--- src/rtl/neuron_mac_seq.sv ---
// Time-multiplexed neuron: one signed MAC per accepted beat, then bias, rescale,
// optional ReLU and saturation into a single registered result.
module neuron_mac_seq #(
  parameter int unsigned INPUTS     = 16,
  parameter int unsigned RES        = 8,
  parameter int unsigned BIAS_SHIFT = 0,
  parameter int unsigned OUT_SHIFT  = 0,
  parameter int unsigned ACT        = 0
) (
  input  logic                  clk,
  input  logic                  reset,
  input  logic                  start,
  input  logic signed [RES-1:0] bias,
  input  logic                  in_valid,
  output logic                  in_ready,
  input  logic signed [RES-1:0] in_data,
  input  logic signed [RES-1:0] in_weight,
  output logic                  out_valid,
  output logic signed [RES-1:0] out_data,
  output logic                  out_sat,
  output logic                  busy
);

  localparam int unsigned AW = 2 * RES + $clog2(INPUTS) + 1;
  localparam int unsigned CW = $clog2(INPUTS + 1);
  localparam int unsigned ZW = AW + 1 + BIAS_SHIFT;

  localparam logic [1:0] IDLE = 2'd0;
  localparam logic [1:0] ACC  = 2'd1;
  localparam logic [1:0] FIN  = 2'd2;

  localparam logic signed [RES-1:0] MaxR = {1'b0, {(RES - 1){1'b1}}};
  localparam logic signed [RES-1:0] MinR = ~MaxR;
  localparam logic signed [ZW-1:0]  MaxZ = {{(ZW - RES){1'b0}}, MaxR};
  localparam logic signed [ZW-1:0]  MinZ = ~MaxZ;

  logic [1:0]            state_q, state_d;
  logic signed [AW-1:0]  acc_q, acc_d;
  logic [CW-1:0]         cnt_q, cnt_d;
  logic signed [RES-1:0] bias_q, bias_d;
  logic signed [RES-1:0] out_data_q, out_data_d;
  logic                  out_sat_q, out_sat_d;
  logic                  out_valid_q, out_valid_d;

  logic signed [2*RES-1:0] prod;
  logic signed [ZW-1:0]    acc_ext, bias_ext, z, y, y_act;
  logic signed [RES-1:0]   clamp;
  logic                    sat;

  // Full-width datapath; nothing is truncated until the clamp.
  always_comb begin
    prod     = in_data * in_weight;
    acc_ext  = {{(ZW - AW){acc_q[AW-1]}}, acc_q};
    bias_ext = {{(ZW - RES){bias_q[RES-1]}}, bias_q} << BIAS_SHIFT;
    z        = acc_ext + bias_ext;
    y        = z >>> OUT_SHIFT;
    y_act    = y;
    if (ACT == 1 && y[ZW-1]) begin
      y_act = '0;
    end
    if (y_act > MaxZ) begin
      clamp = MaxR;
      sat   = 1'b1;
    end else if (y_act < MinZ) begin
      clamp = MinR;
      sat   = 1'b1;
    end else begin
      clamp = y_act[RES-1:0];
      sat   = 1'b0;
    end
  end

  always_comb begin
    state_d     = state_q;
    acc_d       = acc_q;
    cnt_d       = cnt_q;
    bias_d      = bias_q;
    out_data_d  = out_data_q;
    out_sat_d   = out_sat_q;
    out_valid_d = 1'b0;
    case (state_q)
      IDLE: begin
        if (start) begin
          bias_d  = bias;
          acc_d   = '0;
          cnt_d   = '0;
          state_d = ACC;
        end
      end
      ACC: begin
        if (in_valid) begin
          acc_d = acc_q + {{(AW - 2 * RES){prod[2*RES-1]}}, prod};
          cnt_d = cnt_q + CW'(1);
          if (cnt_q == CW'(INPUTS - 1)) begin
            state_d = FIN;
          end
        end
      end
      FIN: begin
        out_data_d  = clamp;
        out_sat_d   = sat;
        out_valid_d = 1'b1;
        state_d     = IDLE;
      end
      default: state_d = IDLE;
    endcase
  end

  always_ff @(posedge clk or posedge reset) begin
    if (reset) begin
      state_q     <= IDLE;
      acc_q       <= '0;
      cnt_q       <= '0;
      bias_q      <= '0;
      out_data_q  <= '0;
      out_sat_q   <= 1'b0;
      out_valid_q <= 1'b0;
    end else begin
      state_q     <= state_d;
      acc_q       <= acc_d;
      cnt_q       <= cnt_d;
      bias_q      <= bias_d;
      out_data_q  <= out_data_d;
      out_sat_q   <= out_sat_d;
      out_valid_q <= out_valid_d;
    end
  end

  assign in_ready  = (state_q == ACC);
  assign busy      = (state_q != IDLE);
  assign out_valid = out_valid_q;
  assign out_data  = out_data_q;
  assign out_sat   = out_sat_q;

endmodule
--- config.mk ---
export PLATFORM = sky130hd
export DESIGN_NAME = neuron_mac_seq
export DESIGN_NICKNAME = d
export VERILOG_FILES = /design/src/rtl/neuron_mac_seq.sv
export SDC_FILE = /design/constraint.sdc
export NUM_CORES = 1
export LEC_CHECK = 0
export CORE_ASPECT_RATIO = 1.75
export CORE_MARGIN = 1
export CORE_UTILIZATION = 50
export DETAILED_ROUTE_END_ITERATION = 16
export DONT_BUFFER_PORTS = 1
export PLACE_DENSITY_LB_ADDON = 0.25
export SYNTH_ARGS = -nofsm -noshare
export SYNTH_HDL_FRONTEND = slang
export SYNTH_SLANG_ARGS = --single-unit
--- constraint.sdc ---
create_clock -name clk -period 4.7 [get_ports clk]
set_clock_uncertainty 0.2 [all_clocks]
set_input_delay 0.235 -clock clk [delete_from_list [all_inputs] [get_ports clk]]
set_output_delay 0.235 -clock clk [all_outputs]
set_load 0.01 [all_outputs]
==> results.sh, run 1 <==
export IMPL_cp_start_kind="input pin"
export IMPL_ys_ff_latch=46
export IMPL_layout_drive_gt1_share=0.215
export IMPL_htreeDepth=2
export IMPL_maxSlewHeadroom=0.340
export IMPL_yosysTopAreaCellShare=0.182
export IMPL_rsz0062_at_grt="yes"
export IMPL_drc=0
export IMPL_postRouteAntennaNets=0
export IMPL_syn_nets=881
export IMPL_clock_sinks=46
export IMPL_die_area_mm2=0.0132
export IMPL_synthXorXnorAreaFrac=0.0718
export IMPL_nets=972
export IMPL_placementRows=54
export IMPL_fin_ws_ps=-823
export IMPL_violations="negative setup slack"
export IMPL_clock_path_buffers=2
export IMPL_synthArstFlopShare=1.00
export IMPL_yosysMostFrequentCell="inv_1"
export IMPL_dp_hpwl_mm=12.4
export IMPL_fmax_mhz=181
export IMPL_syn_to_final_growth_pct=22.3
export IMPL_die_x_um=87.1
export IMPL_fin_crit_ps=5520
export IMPL_crit_fanout=8
export IMPL_io_pins=40
export IMPL_cts_inserted_buffers=5
export IMPL_drt_total_wl_mm=15.6
export IMPL_root_buffer="clkbuf_16"
export IMPL_yosys_area_top_type="dfrtp_1"
export IMPL_synth_area_mux_share=0.0191
export IMPL_netlist_instances=723
export IMPL_grt_start_max_net_pins=47
export IMPL_yosys_area_share_simple=0.173
export IMPL_outcome="complete, but fails checks"
export IMPL_ys_flop_type="dfrtp_1"
export IMPL_antenna_cells=0
export IMPL_yosys_area_share_adder=0.324
export IMPL_port_buffers=0
export IMPL_grt_pass1_vias=5953
export IMPL_firstDrtPassIters=4
export IMPL_path_class="input pin to flip-flop"
export IMPL_clk_pin_slew_ps=70
export IMPL_fin_util=0.624
export IMPL_synth_top_family_by_area="adder cells"
export IMPL_finalHoldViolCount=0
export IMPL_arrival_ps=5510
export IMPL_drv_cap=0
export IMPL_period_share=1.18
export IMPL_synth_warnings=0
export IMPL_synthDistinctLibCells=55
export IMPL_gp_congestion=0.869
export IMPL_drv_slew=0
export IMPL_ys_top_cells_by_area="dfrtp_1 18%, fa_1 18%, ha_1 14%, inv_1 6.2%, and2_1 4.7%"
export IMPL_synthesis_area_mm2=0.00634
export IMPL_drt_iter0_markers=219
export IMPL_setup_violations_final=11
export IMPL_synth_compound_area_frac=0.162
export IMPL_ys_seq_area_frac=0.182
export IMPL_worst_pin_slew_ps=986
export IMPL_synth_edf_count=0
export IMPL_clkLatencyLatePin_ps=300
export IMPL_antenna_found_initial=0
export IMPL_min_path_type="input pin to flip-flop"
export IMPL_dieHeight_um=151
export IMPL_wl_per_cell_um=15.9
export IMPL_grt_util_all_layers=0.256
export IMPL_core_mm2=0.0124
export IMPL_synth_common_cells="104 x inv_1, 73 x ha_1, 57 x fa_1"
export IMPL_cts_tree="done"
export IMPL_end_kind="flip-flop"
export IMPL_grt_pass1_wl_mm=26.5
export IMPL_num_vias=5409
export IMPL_grt_ovfl_total=0
export IMPL_vias_per_cell=5.50
export IMPL_holdWs_ps=174
export IMPL_synth_avg_cell_area_um2=8.77
export IMPL_start_util=0.510
export IMPL_cp_required_ps=4680
path summary, 6_finish.rpt:
check                                          start                 endpoint  slack (ps)  depth (start not counted)
worst max-delay path                    in_weight[2]    acc_q[20]$_DFFE_PP0P_        -820                         25
worst min-delay path                           start     cnt_q[3]$_DFFE_PP0P_         170                          3
max in group asynchronous                      reset  out_data[7]$_DFFE_PP0P_        3310                          2
min in group asynchronous                      reset   state_q[0]$_DFFE_PP0P_         400                          2
worst min register to register  cnt_q[4]$_DFFE_PP0P_     cnt_q[4]$_DFFE_PP0P_         290                          2
worst max register to register  acc_q[0]$_DFFE_PP0P_  out_data[1]$_DFFE_PP0P_         440                         11
repair_timing:
action / 4_1_cts / 5_1_grt
pin swaps: 30 / 25
setup buffers: 14 / 4
hold endpoints to repair: 56 / 0
resized for setup: 47 / 21
endpoints found under the setup margin: 11 / 11
cloned: 0 / 0
hold buffers: 10 / 0
placed cells by master, fill, tap and decap left out, drive strengths merged, types with 5 or more instances in the layout:
cell,instances
a21oi,33
nor2,43
nand3,12
inv,107
nor3,8
a21o,16
fa,57
ha,73
a22o,7
or2,5
o21ai,45
mux2,9
and2,48
nand2b,6
nor2b,12
xor2,27
o211ai,5
buf,85
dlygate4sd3,10
xnor2,25
o22ai,8
o21bai,6
nand4,7
clkbuf,5
and3,7
dfrtp,46
nand2,51
o21a,6
logic make-up after synthesis:
| logic type | Yosys count |
|---|---|
| AND/OR/NAND/NOR | 213 |
| AO/OA/AOI/OAI | 156 |
| flip-flops | 46 |
| XOR/XNOR | 52 |
| buffers and inverters | 115 |
| adder cells (fa/ha/maj) | 130 |
| multiplexers | 11 |
sequential cells by signal (all words and copies together), names as in the netlist:
name	cells
out_sat	1
cnt_q	5
state_q	2
bias_q	8
acc_q	21
out_data	8
out_valid	1
cell type report:
| class | instances | area [µm²] |
|---|---|---|
| clock buffer | 5 | 125 |
| clock inverter | 3 | 26.3 |
| fill | 1066 | 4680 |
| inverter | 104 | 390 |
| multi-input combinational | 562 | 5090 |
| sequential | 46 | 1150 |
| tap | 168 | 210 |
| timing repair buffer | 95 | 764 |
worst max-delay path, stage by stage:
cell and delay [ps]:
and2_4 140, fa_1 530, inv_1 50, fa_1 490, inv_2 40, fa_1 520, inv_1 50, fa_1 490
inv_2 50, ha_4 220, nand2_2 60, o21ai_2 80, o41ai_4 280, o21ai_2 160, o41ai_4 360, xnor2_2 180
ha_1 290, a21o_1 210, a21oi_2 160, and3b_1 210, nand3b_1 120, a41oi_2 240, xnor2_1 120, a22oi_1 140
o21ai_1 80
stage by stage:
stage	setup slack (ps)	cells	cell area [µm²]	TNS, ps
2_1_floorplan	-885	723	6440	-4440
3_3_place_gp	-1040	949	7120	-8360
3_5_place_dp	-1150	949	7120	-9640
4_1_cts	-654	979	7640	-4540
5_1_grt	-1050	983	7760	-7750
6_report	-823	983	7760	-5530
routing by layer:
| metal | share of wire | global-route usage | up-vias | routed length [µm] |
|---|---|---|---|---|
| met5 | 0 | 0 | - | 0 |
| met4 | 0.038 | 0.115 | 0 | 599 |
| met3 | 0.018 | 0.0174 | 46 | 278 |
| met2 | 0.59 | 0.531 | 108 | 9280 |
| met1 | 0.35 | 0.245 | 2638 | 5490 |
| li1 | - | - | 2617 | - |
Power of run 1 is left out: the tool's default activity adds up to more than one toggle a clock period on the data nets, which glitch-free logic cannot reach.
==> run 2, diff against run 1 <==
Settings changed: CORE_UTILIZATION 50 to 35, TNS_END_PERCENT set to 10.
==> results.sh, run 2 (synthesis gave the netlist of run 1 again) <==
export IMPL_drc=0
export IMPL_clkLatencyLatePin_ps=300
export IMPL_finalHoldViolCount=0
export IMPL_multiInputGateArea_mm2=0.00492
export IMPL_setup_tns_ps=-3580
export IMPL_reg2reg_to="out_data[5]$_DFFE_PP0P_"
export IMPL_setup_violations_final=11
export IMPL_placed_cells=1019
export IMPL_grt_util_all_layers=0.155
export IMPL_worst_pin_slew_ps=1040
export IMPL_rsz0062_at_grt="yes"
export IMPL_hold_end="cnt_q[2]$_DFFE_PP0P_"
export IMPL_grt_pass1_wl_mm=23.8
export IMPL_hp_start="start"
export IMPL_fill_cells=1812
export IMPL_htreeDepth=2
export IMPL_grt_ovfl_total=0
export IMPL_vias_per_cell=4.96
export IMPL_crit_buf_inv=2
export IMPL_cp_start_kind="input pin"
export IMPL_r2r_cells=11
export IMPL_regArea_mm2=0.00115
export IMPL_core_mm2=0.0176
export IMPL_outcome="complete, but fails checks"
export IMPL_clk_pin_slew_ps=70
export IMPL_fin_crit_ps=5320
export IMPL_gp_congestion=0.868
export IMPL_crit_family="adder cells"
export IMPL_grt_pass1_vias=5371
export IMPL_drv_cap=0
export IMPL_clock_sinks=46
export IMPL_cp_required_ps=4680
export IMPL_path_class="input pin to flip-flop"
export IMPL_cts_tree="done"
export IMPL_wl_met2_mm=8.02
export IMPL_path_cells="nor2b_1, fa_1, fa_1, fa_1, inv_1, fa_1, inv_1, ha_1, nor3_1, nor2_1, o41ai_4, o21ai_2, o41ai_4, xnor2_2, ha_1, a21o_1, a21oi_2, and3b_1, nand3b_1, a41oi_2, xnor2_1, a22oi_1, o21ai_1"
export IMPL_postRouteAntennaNets=0
export IMPL_fin_ws_ps=-619
export IMPL_layout_drive_gt1_share=0.166
export IMPL_r2r_setup_slack_ps=570
export IMPL_wl_per_cell_um=13.5
export IMPL_wl_met1_mm=5.47
export IMPL_num_vias=5149
export IMPL_wl_met3_um=223
export IMPL_final_common_cell="inv_1"
export IMPL_routed_top_layer="met4"
export IMPL_arrival_ps=5300
export IMPL_path_common_cell="fa_1"
export IMPL_fin_util=0.432
export IMPL_clock_path_buffers=2
export IMPL_period_share=1.13
export IMPL_fmax_mhz=188
export IMPL_crit_path_top_delay_cell="fa_1"
export IMPL_crit_fanout=9
export IMPL_maxSlewHeadroom=0.303
export IMPL_antenna_cells=0
export IMPL_dieHeight_um=180
export IMPL_die_x_um=104
export IMPL_placementRows=64
export IMPL_grt_start_max_net_pins=47
export IMPL_largest_register_ffs=21
export IMPL_drt_iter0_markers=95
export IMPL_r2r_start="acc_q[0]$_DFFE_PP0P_"
export IMPL_end_kind="flip-flop"
export IMPL_nets=965
export IMPL_antenna_found_initial=0
export IMPL_start_util=0.360
export IMPL_layout_common_cells="100 x inv_1, 78 x buf_4, 68 x ha_1"
export IMPL_stdcell_count=1039
export IMPL_max_stage_delay_ps=540
export IMPL_port_buffers=0
export IMPL_drv_slew=0
export IMPL_io_pins=40
export IMPL_root_buffer="clkbuf_16"
export IMPL_violations="negative setup slack"
export IMPL_drt_total_wl_mm=14.0
export IMPL_holdWs_ps=186
export IMPL_cp_depth=23
export IMPL_syn_to_final_growth_pct=20.0
export IMPL_firstDrtPassIters=4
export IMPL_die_area_mm2=0.0187
export IMPL_min_path_type="input pin to flip-flop"
export IMPL_dp_hpwl_mm=12.0
export IMPL_cts_inserted_buffers=5
export IMPL_regMostFlops="acc_q"
export IMPL_holdPathStages=3
==> run 2: final cells by class <==
cell class	instances	share of cell area
Sequential cell	46	0.151
Inverter	104	0.0513
Tap cell	231	0.0380
Multi-Input combinational cell	562	0.646
Clock buffer	5	0.0164
Clock inverter	3	0.00641
Timing Repair Buffer	88	0.0901
==> run 2: timing repair <==
item                                   in CTS  in global routing
hold buffers                               10                  0
gates resized for setup                    13                  7
buffers inserted                            0                  2
pin swaps                                  11                  3
setup endpoints to repair                  11                 12
cloned                                      0                  0
endpoints found under the hold margin      56                  0
==> run 2: worst max path at each step <==
stage / start / to / slack, ps
after CTS: in_weight[2] / acc_q[20]$_DFFE_PP0P_ / -750
after detailed placement: in_weight[2] / acc_q[20]$_DFFE_PP0P_ / -1140
after global placement: in_weight[2] / acc_q[20]$_DFFE_PP0P_ / -1040
final: in_weight[7] / acc_q[20]$_DFFE_PP0P_ / -620
after floorplan: in_weight[2] / acc_q[20]$_DFFE_PP0P_ / -890
after global routing: in_weight[2] / acc_q[20]$_DFFE_PP0P_ / -910
==> run 2: per-stage QoR <==
stage / area [µm²] / worst slack (ps)
floorplan: 6420 / -885
global placement: 7240 / -1040
detailed placement: 7240 / -1140
CTS: 7560 / -752
global route: 7610 / -912
finish: 7610 / -619
==> run 2: worst register-to-register path: stages, from the launching register on <==
cell and delay [ps]:
dfrtp_1 410, ha_1 260, fa_1 450, a211oi_2 260, o21ai_1 170, a221oi_2 370, xor2_1 230, nand4_1 100
or4_1 510, or4b_4 510, o31ai_4 380, o22ai_1 160
==> run 2: routing by layer <==
metal / global-route usage / vias up
met3: 0.0130 / 21
met4: 0.0486 / 0
met2: 0.324 / 61
met5: 0 / -
met1: 0.156 / 2458
li1: - / 2609
Power of run 2 is left out for the same reason.
